File: config.mk
export PLATFORM = sky130hd
export DESIGN_NAME = spear_wave_scheduler_flat
export DESIGN_NICKNAME = d
export VERILOG_FILES = /design/src/rtl/spear_wave_scheduler_pkg.sv /design/src/rtl/spear_wave_scheduler_if.sv /design/src/rtl/spear_wave_scheduler_frame_lfsr.sv /design/src/rtl/spear_wave_scheduler.sv /design/src/flat_wrapper.sv
export SDC_FILE = /design/constraint.sdc
export NUM_CORES = 1
export LEC_CHECK = 0
export BUFFER_PORTS_ARGS = -buffer_cell sky130_fd_sc_hd__buf_2
export CORE_ASPECT_RATIO = 1.1
export CORE_MARGIN = 8
export CORE_UTILIZATION = 56
export DETAILED_ROUTE_END_ITERATION = 10
export HOLD_SLACK_MARGIN = 0.03
export PLACE_DENSITY = 0.81
export SYNTH_ARGS = -nofsm -noshare
export SYNTH_HDL_FRONTEND = slang
export SYNTH_SLANG_ARGS = --single-unit
File: constraint.sdc
create_clock -name clk -period 2.6 [get_ports clk]
set_clock_uncertainty 0.2 [all_clocks]
set_input_delay 0 -clock clk [delete_from_list [all_inputs] [get_ports clk]]
set_output_delay 0 -clock clk [all_outputs]
set_load 0.02 [all_outputs]
File: src/rtl/spear_wave_scheduler_pkg.sv
// rtl/spear_wave_scheduler_pkg.sv - shared types, constants and difficulty clamps for the spear wave scheduler
package spear_wave_scheduler_pkg;

    localparam logic [4:0]  MAX_SPAWNS   = 5'd16;
    localparam logic [4:0]  BASE_SPAWNS  = 5'd4;
    localparam logic [7:0]  GAP_BASE     = 8'd30;
    localparam logic [7:0]  GAP_MIN      = 8'd8;
    localparam logic [7:0]  DRAIN_FRAMES = 8'd90;
    localparam logic [2:0]  SPEED_MAX    = 3'd7;
    localparam logic [15:0] LFSR_SEED    = 16'hACE1;
    // Galois feedback mask for x^16 + x^14 + x^13 + x^11 + 1 (right-shifting form)
    localparam logic [15:0] LFSR_TAPS    = 16'hB400;

    typedef enum logic [1:0] {
        DIR_UP    = 2'd0,
        DIR_RIGHT = 2'd1,
        DIR_DOWN  = 2'd2,
        DIR_LEFT  = 2'd3
    } spawn_dir_t;

    typedef enum logic [2:0] {
        ST_IDLE,
        ST_ARM,
        ST_OFFER,
        ST_GAP,
        ST_DRAIN,
        ST_DONE
    } sched_state_t;

    // count = min(BASE_SPAWNS + 2*turn, MAX_SPAWNS); 6-bit intermediate so turn 15 cannot wrap
    function automatic logic [4:0] clamp_count(input logic [3:0] turn);
        logic [5:0] raw;
        raw = {1'b0, BASE_SPAWNS} + {1'b0, turn, 1'b0};
        return (raw > {1'b0, MAX_SPAWNS}) ? MAX_SPAWNS : raw[4:0];
    endfunction

    // gap = max(GAP_BASE - 2*turn, GAP_MIN); compare before subtracting so it never underflows
    function automatic logic [7:0] clamp_gap(input logic [3:0] turn);
        logic [7:0] dec;
        dec = {3'b000, turn, 1'b0};
        return ((dec + GAP_MIN) >= GAP_BASE) ? GAP_MIN : (GAP_BASE - dec);
    endfunction

    // speed = min(1 + turn/2, SPEED_MAX)
    function automatic logic [2:0] clamp_speed(input logic [3:0] turn);
        logic [3:0] raw;
        raw = 4'd1 + {1'b0, turn[3:1]};
        return (raw > {1'b0, SPEED_MAX}) ? SPEED_MAX : raw[2:0];
    endfunction

endpackage

File: src/rtl/spear_wave_scheduler_if.sv
// rtl/spear_wave_scheduler_if.sv - spawn request handshake between scheduler (master) and spear pool (slave)
// Signals:
//   spawn_valid  master->slave  spawn request pending
//   spawn_ready  slave->master  pool can accept a spawn
//   spawn_dir    master->slave  approach side
//   spawn_speed  master->slave  pixels per frame
//   spawn_yellow master->slave  reversing spear flag
interface spear_wave_scheduler_if;
    import spear_wave_scheduler_pkg::*;

    logic       spawn_valid;
    logic       spawn_ready;
    spawn_dir_t spawn_dir;
    logic [2:0] spawn_speed;
    logic       spawn_yellow;

    modport master (
        output spawn_valid,
        output spawn_dir,
        output spawn_speed,
        output spawn_yellow,
        input  spawn_ready
    );

    modport slave (
        input  spawn_valid,
        input  spawn_dir,
        input  spawn_speed,
        input  spawn_yellow,
        output spawn_ready
    );
endinterface

File: src/rtl/spear_wave_scheduler_frame_lfsr.sv
// rtl/spear_wave_scheduler_frame_lfsr.sv - 16-bit Galois LFSR with load and step enables
// Ports:
//   i_clk, i_rst_n   clock, asynchronous active-low reset (state returns to LFSR_SEED)
//   i_load, i_seed   load i_seed (takes priority over step)
//   i_step           advance one position
//   o_dir_bits       state[1:0], raw direction candidate
//   o_yel_bits       state[7:5], yellow-spear selector
module spear_wave_scheduler_frame_lfsr
    import spear_wave_scheduler_pkg::*;
(
    input  logic        i_clk,
    input  logic        i_rst_n,
    input  logic        i_load,
    input  logic [15:0] i_seed,
    input  logic        i_step,
    output logic [1:0]  o_dir_bits,
    output logic [2:0]  o_yel_bits
);
    logic [15:0] r_state;
    logic [15:0] w_shifted;
    logic [15:0] w_next;

    assign w_shifted = {1'b0, r_state[15:1]};
    assign w_next    = r_state[0] ? (w_shifted ^ LFSR_TAPS) : w_shifted;

    always_ff @(posedge i_clk or negedge i_rst_n) begin
        if (!i_rst_n) begin
            r_state <= LFSR_SEED;
        end else if (i_load) begin
            r_state <= i_seed;
        end else if (i_step) begin
            r_state <= w_next;
        end
    end

    assign o_dir_bits = r_state[1:0];
    assign o_yel_bits = r_state[7:5];
endmodule

File: src/rtl/spear_wave_scheduler.sv
// rtl/spear_wave_scheduler.sv - enemy turn sequencer emitting frame-timed spear spawn requests
// Ports:
//   clk, rst             pixel clock, asynchronous active-low reset
//   hcount_in, vcount_in raster position; frame tick on entering (0,0)
//   start_in             one-cycle turn start (ignored while busy)
//   abort_in             cancels the wave from any state, no finished pulse
//   turn_in              difficulty, latched on accepted start
//   spawn                master side of the spawn handshake
//   busy_out             wave in progress
//   finished_out         one-cycle pulse at wave end
// Build option: define YELLOW_SPEAR_EN to enable reversing (yellow) spears.
module spear_wave_scheduler
    import spear_wave_scheduler_pkg::*;
(
    input  logic                          clk,
    input  logic                          rst,
    input  logic [10:0]                   hcount_in,
    input  logic [9:0]                    vcount_in,
    input  logic                          start_in,
    input  logic                          abort_in,
    input  logic [3:0]                    turn_in,
    spear_wave_scheduler_if.master        spawn,
    output logic                          busy_out,
    output logic                          finished_out
);
`ifdef YELLOW_SPEAR_EN
    localparam bit YELLOW_EN = 1'b1;
`else
    localparam bit YELLOW_EN = 1'b0;
`endif

    sched_state_t r_state;
    sched_state_t w_next;

    logic        r_origin_d;
    logic [3:0]  r_turn;
    logic [4:0]  r_remaining;
    logic [7:0]  r_gap;
    logic [7:0]  r_cnt;
    logic [2:0]  r_speed;
    logic [1:0]  r_last1;
    logic [1:0]  r_last2;
    logic [1:0]  r_hist;

    logic        w_tick;
    logic        w_start_acc;
    logic        w_hs;
    logic        w_cnt_done;
    logic [1:0]  w_lfsr_dir;
    logic [2:0]  w_lfsr_yel;
    logic [1:0]  w_dir;
    logic        w_yellow;
    logic        w_valid;
    spawn_dir_t  w_dir_o;
    logic [2:0]  w_speed_o;
    logic        w_yellow_o;
    logic        w_busy;
    logic        w_finished;

    // Tick only on the first cycle at the raster origin, so a stalled raster yields one tick
    assign w_tick      = (hcount_in == 11'd0) && (vcount_in == 10'd0) && !r_origin_d;
    assign w_start_acc = (r_state == ST_IDLE) && start_in && !abort_in;
    assign w_hs        = (r_state == ST_OFFER) && spawn.spawn_ready && !abort_in;
    // Counter is loaded with N; the N-th tick ends the wait
    assign w_cnt_done  = w_tick && (r_cnt <= 8'd1);

    // Bump the candidate if it would make three identical directions in a row
    assign w_dir = ((r_hist == 2'd2) && (w_lfsr_dir == r_last1) && (w_lfsr_dir == r_last2))
                   ? (w_lfsr_dir + 2'd1) : w_lfsr_dir;
    assign w_yellow = YELLOW_EN && (w_lfsr_yel == 3'd0) && (r_turn >= 4'd2);

    spear_wave_scheduler_frame_lfsr u_lfsr (
        .i_clk      (clk),
        .i_rst_n    (rst),
        .i_load     (w_start_acc),
        .i_seed     (LFSR_SEED ^ {12'h000, turn_in}),
        .i_step     (w_hs),
        .o_dir_bits (w_lfsr_dir),
        .o_yel_bits (w_lfsr_yel)
    );

    always_ff @(posedge clk or negedge rst) begin
        if (!rst) begin
            r_state <= ST_IDLE;
        end else begin
            r_state <= w_next;
        end
    end

    always_ff @(posedge clk or negedge rst) begin
        if (!rst) begin
            r_origin_d <= 1'b0;
        end else begin
            r_origin_d <= (hcount_in == 11'd0) && (vcount_in == 10'd0);
        end
    end

    always_ff @(posedge clk or negedge rst) begin
        if (!rst) begin
            r_turn      <= 4'd0;
            r_remaining <= 5'd0;
            r_gap       <= 8'd0;
            r_cnt       <= 8'd0;
            r_speed     <= 3'd0;
            r_last1     <= 2'd0;
            r_last2     <= 2'd0;
            r_hist      <= 2'd0;
        end else if (w_start_acc) begin
            r_turn      <= turn_in;
            r_remaining <= clamp_count(turn_in);
            r_gap       <= clamp_gap(turn_in);
            r_speed     <= clamp_speed(turn_in);
            r_hist      <= 2'd0;
        end else if (w_hs) begin
            r_remaining <= r_remaining - 5'd1;
            r_cnt       <= (r_remaining == 5'd1) ? DRAIN_FRAMES : r_gap;
            r_last2     <= r_last1;
            r_last1     <= w_dir;
            r_hist      <= (r_hist == 2'd2) ? 2'd2 : (r_hist + 2'd1);
        end else if (((r_state == ST_GAP) || (r_state == ST_DRAIN)) && w_tick && (r_cnt != 8'd0)) begin
            r_cnt <= r_cnt - 8'd1;
        end
    end

    always_comb begin
        w_next     = r_state;
        w_valid    = 1'b0;
        w_dir_o    = DIR_UP;
        w_speed_o  = 3'd0;
        w_yellow_o = 1'b0;
        w_busy     = 1'b0;
        w_finished = 1'b0;
        case (r_state)
            ST_IDLE: begin
                if (w_start_acc) w_next = ST_ARM;
            end
            ST_ARM: begin
                w_busy = 1'b1;
                if (w_tick) w_next = ST_OFFER;
            end
            ST_OFFER: begin
                w_busy     = 1'b1;
                w_valid    = 1'b1;
                w_dir_o    = spawn_dir_t'(w_dir);
                w_speed_o  = r_speed;
                w_yellow_o = w_yellow;
                if (w_hs) w_next = (r_remaining == 5'd1) ? ST_DRAIN : ST_GAP;
            end
            ST_GAP: begin
                w_busy = 1'b1;
                if (w_cnt_done) w_next = ST_OFFER;
            end
            ST_DRAIN: begin
                w_busy = 1'b1;
                if (w_cnt_done) w_next = ST_DONE;
            end
            ST_DONE: begin
                w_finished = 1'b1;
                w_next     = ST_IDLE;
            end
            default: w_next = ST_IDLE;
        endcase
        if (abort_in) w_next = ST_IDLE;
    end

    assign spawn.spawn_valid  = w_valid;
    assign spawn.spawn_dir    = w_dir_o;
    assign spawn.spawn_speed  = w_speed_o;
    assign spawn.spawn_yellow = w_yellow_o;
    assign busy_out           = w_busy;
    assign finished_out       = w_finished;
endmodule

File: src/flat_wrapper.sv
// flat-port wrapper written by rule: the top's interface ports become plain ports
module spear_wave_scheduler_flat import spear_wave_scheduler_pkg::*;
  (clk, rst, hcount_in, vcount_in, start_in, abort_in, turn_in, busy_out, finished_out, spawn_spawn_valid, spawn_spawn_dir, spawn_spawn_speed, spawn_spawn_yellow, spawn_spawn_ready);
  spear_wave_scheduler_if spawn_i ();
  input  logic clk;
  input  logic rst;
  input  logic [10:0] hcount_in;
  input  logic [9:0] vcount_in;
  input  logic start_in;
  input  logic abort_in;
  input  logic [3:0] turn_in;
  output logic busy_out;
  output logic finished_out;
  output wire logic [$bits(spawn_i.spawn_valid)-1:0] spawn_spawn_valid;
  output wire logic [$bits(spawn_i.spawn_dir)-1:0] spawn_spawn_dir;
  output wire logic [$bits(spawn_i.spawn_speed)-1:0] spawn_spawn_speed;
  output wire logic [$bits(spawn_i.spawn_yellow)-1:0] spawn_spawn_yellow;
  input wire logic [$bits(spawn_i.spawn_ready)-1:0] spawn_spawn_ready;
  assign spawn_spawn_valid = spawn_i.spawn_valid;
  assign spawn_spawn_dir = spawn_i.spawn_dir;
  assign spawn_spawn_speed = spawn_i.spawn_speed;
  assign spawn_spawn_yellow = spawn_i.spawn_yellow;
  assign spawn_i.spawn_ready = spawn_spawn_ready;
  spear_wave_scheduler u_core (.clk(clk), .rst(rst), .hcount_in(hcount_in), .vcount_in(vcount_in), .start_in(start_in), .abort_in(abort_in), .turn_in(turn_in), .spawn(spawn_i), .busy_out(busy_out), .finished_out(finished_out));
endmodule
==> flow_summary.ini <==
[outcome]
status = finished, final reports clean

[detailed_routing]
vias = 2142
viasPerCell = 5.789
drtAntennaViolNets = 0
drt_iter0_markers = 123
remaining_drc_errors = 0
wirelength_mm = 5.784
firstDrtPassIters = 4
wl_per_cell_microns = 15.63

[floorplanning]
dieArea_sq_mm = 0.006935
core_sq_mm = 0.004317
fp-row-count = 25
initial_core_util = 0.5870
die_height_microns = 86.55
top_level_ports = 39
die_x_microns = 80.14

[synthesis]
synth-seq-cells = 46
ys_async_sr_fraction = 1.000
synth_area_leaders = dfrtp_1, dfstp_2, ha_1
ys_types = 45
synth_seq_area_share = 0.4583
yosysWarningCount = 0
yosys.cell_count.top_type = dfrtp_1
synth_area_per_cell_sq_um = 9.561
synth.largest_area_cell = dfrtp_1
synth_top_cells_by_count = dfrtp_1, nand2_1, inv_1, nor2_1, o21ai_0
synth_edf_count = 0
synth_nets = 307
synth_flop_cell = dfrtp_1
synth_area_sq_mm = 0.002534
syn_inst = 265
synth_top_area_frac = 0.3753

[setup_path]
crit_arrival_ns = 2.46
critical_path_class = input pin to register
crit_path_max_incr_delay_ns = 0.60
start_kind = input pin
cp_num_cells = 8
end_kind = register
crit_top_cell = dlygate4sd3_1
worstReg2RegStart = u_core.r_state[0]$_DFFE_PN0P_
r2r_slack_ns = 0.20
worst-path-max-fanout = 6
worst-r2r-cell-count = 5
cp.required_ns = 2.64
cp_top_family = buffers and inverters
path_buf_inv = 4
path_cells = dlygate4sd3_1 -> buf_2 -> or4_1 -> buf_4 -> nor2_1 -> a22oi_1 -> nor3_1 -> dlygate4sd3_1
timing.rr.end = u_core.r_gap[1]$_DFFE_PN0P_
cp_slowest_cell = or4_1

[grt]
grt_overflow = 0
gr-usage-all-layers = 0.1788
grt_pass1_vias = 2156
grt_pass1_wl_mm = 9.894
antenna_found_initial = 0
grt_max_degree = 47

[placed_design]
hpwl_mm = 3.914
place_congestion = 0.8518
io_buffer_count = 37

[timing]
drv_slew = 0
max-slew-margin-rel = 0.3274
setup-tns-final_ns = 0
rsz0062_at_grt = no
finalHoldViolations = 0
min_period_ns = 2.427
setup_viol = 0
max_freq_mhz = 412.0
post-route-period-util = 0.9335
tightestPinTransition_ns = 1.009

[clock_tree]
ctsRootBufferMaster = clkbuf_8
clock_sinks = 46
cts_tree = built
cts_hold_buffers = 13
clk_path_buf_depth = 2
cts_setup_buffers = 0
cts_made_buffers = 5
htree_levels = 2
clk-insertion-delay-late_ns = 0.30
post_cts_resized = 0
clkTransAtPathRegs_ns = 0.09

[power_and_ir_drop]
powerDensity_mw_per_mm2 = 511.5
peakVddDrop_mv = 0.4832
p_leak_nw = 1.426

[finish]
syn_to_final_growth_pct = 19.11
finalNetCount = 357
drive_gt1_frac = 0.2089
antenna_cells = 0
utilization = 0.6991

[worst_hold_path]
min_to = u_core.r_cnt[0]$_DFFE_PN0P_
holdCritStartpoint = hcount_in[2]
whs_path_depth = 6
min_path_type = input pin to register

[flow_run]
maxCapViolCount = 0
## worst reg2reg max path, delay by kind of cell, from the launching register on
kind,cells,cell delay (ns)
flops,1,0.47
simple gates,2,0.59
buf+inv,2,0.87
compound gates,1,0.22
## area by class of cell
cell class,instances,area (sq um)
repair buffers,58,375.4
inverters,17,63.81
flip-flops and latches,46,1161
clock buffers,6,72.57
well taps,54,67.56
multi-input cells,187,1240
fillers,318,1299
clock inverters,2,37.54
## stage by stage
step                      std cells  area (sq um)  hold slack (ns)  power [mW]  worst slack, ns
final                           370          3018          0.08599       1.544           0.1730
after floorplan                 265          2534          -0.4956      0.9299           0.4658
after global routing            370          3018           0.1143       1.615          0.06784
after CTS                       370          3018          0.08666       1.549           0.2491
after detailed placement        349          2778         -0.02290       1.004           0.4082
after global placement          349          2778         -0.02853      0.9976           0.4458
## report_power, final
part           switching [mW]  total [mW]  internal, mW
logic                   0.104       0.196        0.0921
clock network           0.247       0.534         0.287
registers              0.0460       0.813         0.767
total                   0.398        1.54          1.15
## worst max path at each step
stage | to | start | slack, ns
2_1_floorplan | u_core.r_cnt[1]$_DFFE_PN0P_ | u_core.r_state[0]$_DFFE_PN0P_ | 0.47
3_3_place_gp | u_core.r_cnt[1]$_DFFE_PN0P_ | hcount_in[1] | 0.45
3_5_place_dp | u_core.r_cnt[4]$_DFFE_PN0P_ | hcount_in[1] | 0.41
4_1_cts | u_core.r_state[1]$_DFFE_PN0P_ | hcount_in[5] | 0.25
5_1_grt | u_core.r_state[1]$_DFFE_PN0P_ | hcount_in[5] | 0.07
6_report | u_core.r_state[1]$_DFFE_PN0P_ | hcount_in[5] | 0.17
## logic make-up (layout without fill, tap and decap cells)
group,count (synthesis),after routing,share of synthesized area
multiplexers,4,4,0.01630
buffers and inverters,32,83,0.05234
AO/OA/AOI/OAI,57,57,0.1526
XOR/XNOR,14,14,0.04840
other,1,1,0.001480
flip-flops,46,46,0.4583
AND/OR/NAND/NOR,99,99,0.2114
adder cells (fa/ha/maj),12,12,0.05926
## flip-flops by register name (all words and copies together), names as in the netlist
register / cells
u_core.r_speed: 3
u_core.r_state: 3
u_core.r_gap: 4
u_core.r_remaining: 5
u_core.u_lfsr.r_state: 16
u_core.r_origin_d: 1
u_core.r_hist: 2
u_core.r_last2: 2
u_core.r_last1: 2
u_core.r_cnt: 8
## layout by cell type (no fill, tap or decap), types with 3 or more instances in the layout
cell | synthesis | final
inv_1 | 17 | 17
dlygate4sd3_1 | 0 | 13
mux2i_1 | 3 | 3
nand3_1 | 8 | 8
o31ai_1 | 5 | 5
xnor2_1 | 12 | 12
o21ai_0 | 13 | 13
nand2_1 | 33 | 33
dfstp_2 | 8 | 8
a22oi_1 | 5 | 5
o21ai_1 | 3 | 3
o22a_1 | 5 | 5
and3_1 | 6 | 6
nor4_2 | 3 | 3
nand3b_1 | 3 | 3
buf_2 | 1 | 37
nor4_1 | 5 | 5
nor2b_1 | 3 | 3
dfrtp_1 | 38 | 38
clkbuf_8 | 0 | 5
ha_1 | 12 | 12
o211ai_1 | 4 | 4
nor3_1 | 10 | 10
a21oi_1 | 6 | 6
nor2_1 | 17 | 17
buf_4 | 1 | 8
a22o_1 | 4 | 4
a31oi_1 | 5 | 5
## layer usage
metal  up-vias  wire, microns  GRT usage
met4         0            191    0.09272
met5         -              0          0
met1      1011           2417     0.2151
li1       1034              -          -
met2        78           2732     0.2833
met3        19            443    0.04865
No activity file was read; power rests on OpenSTA's default activity.
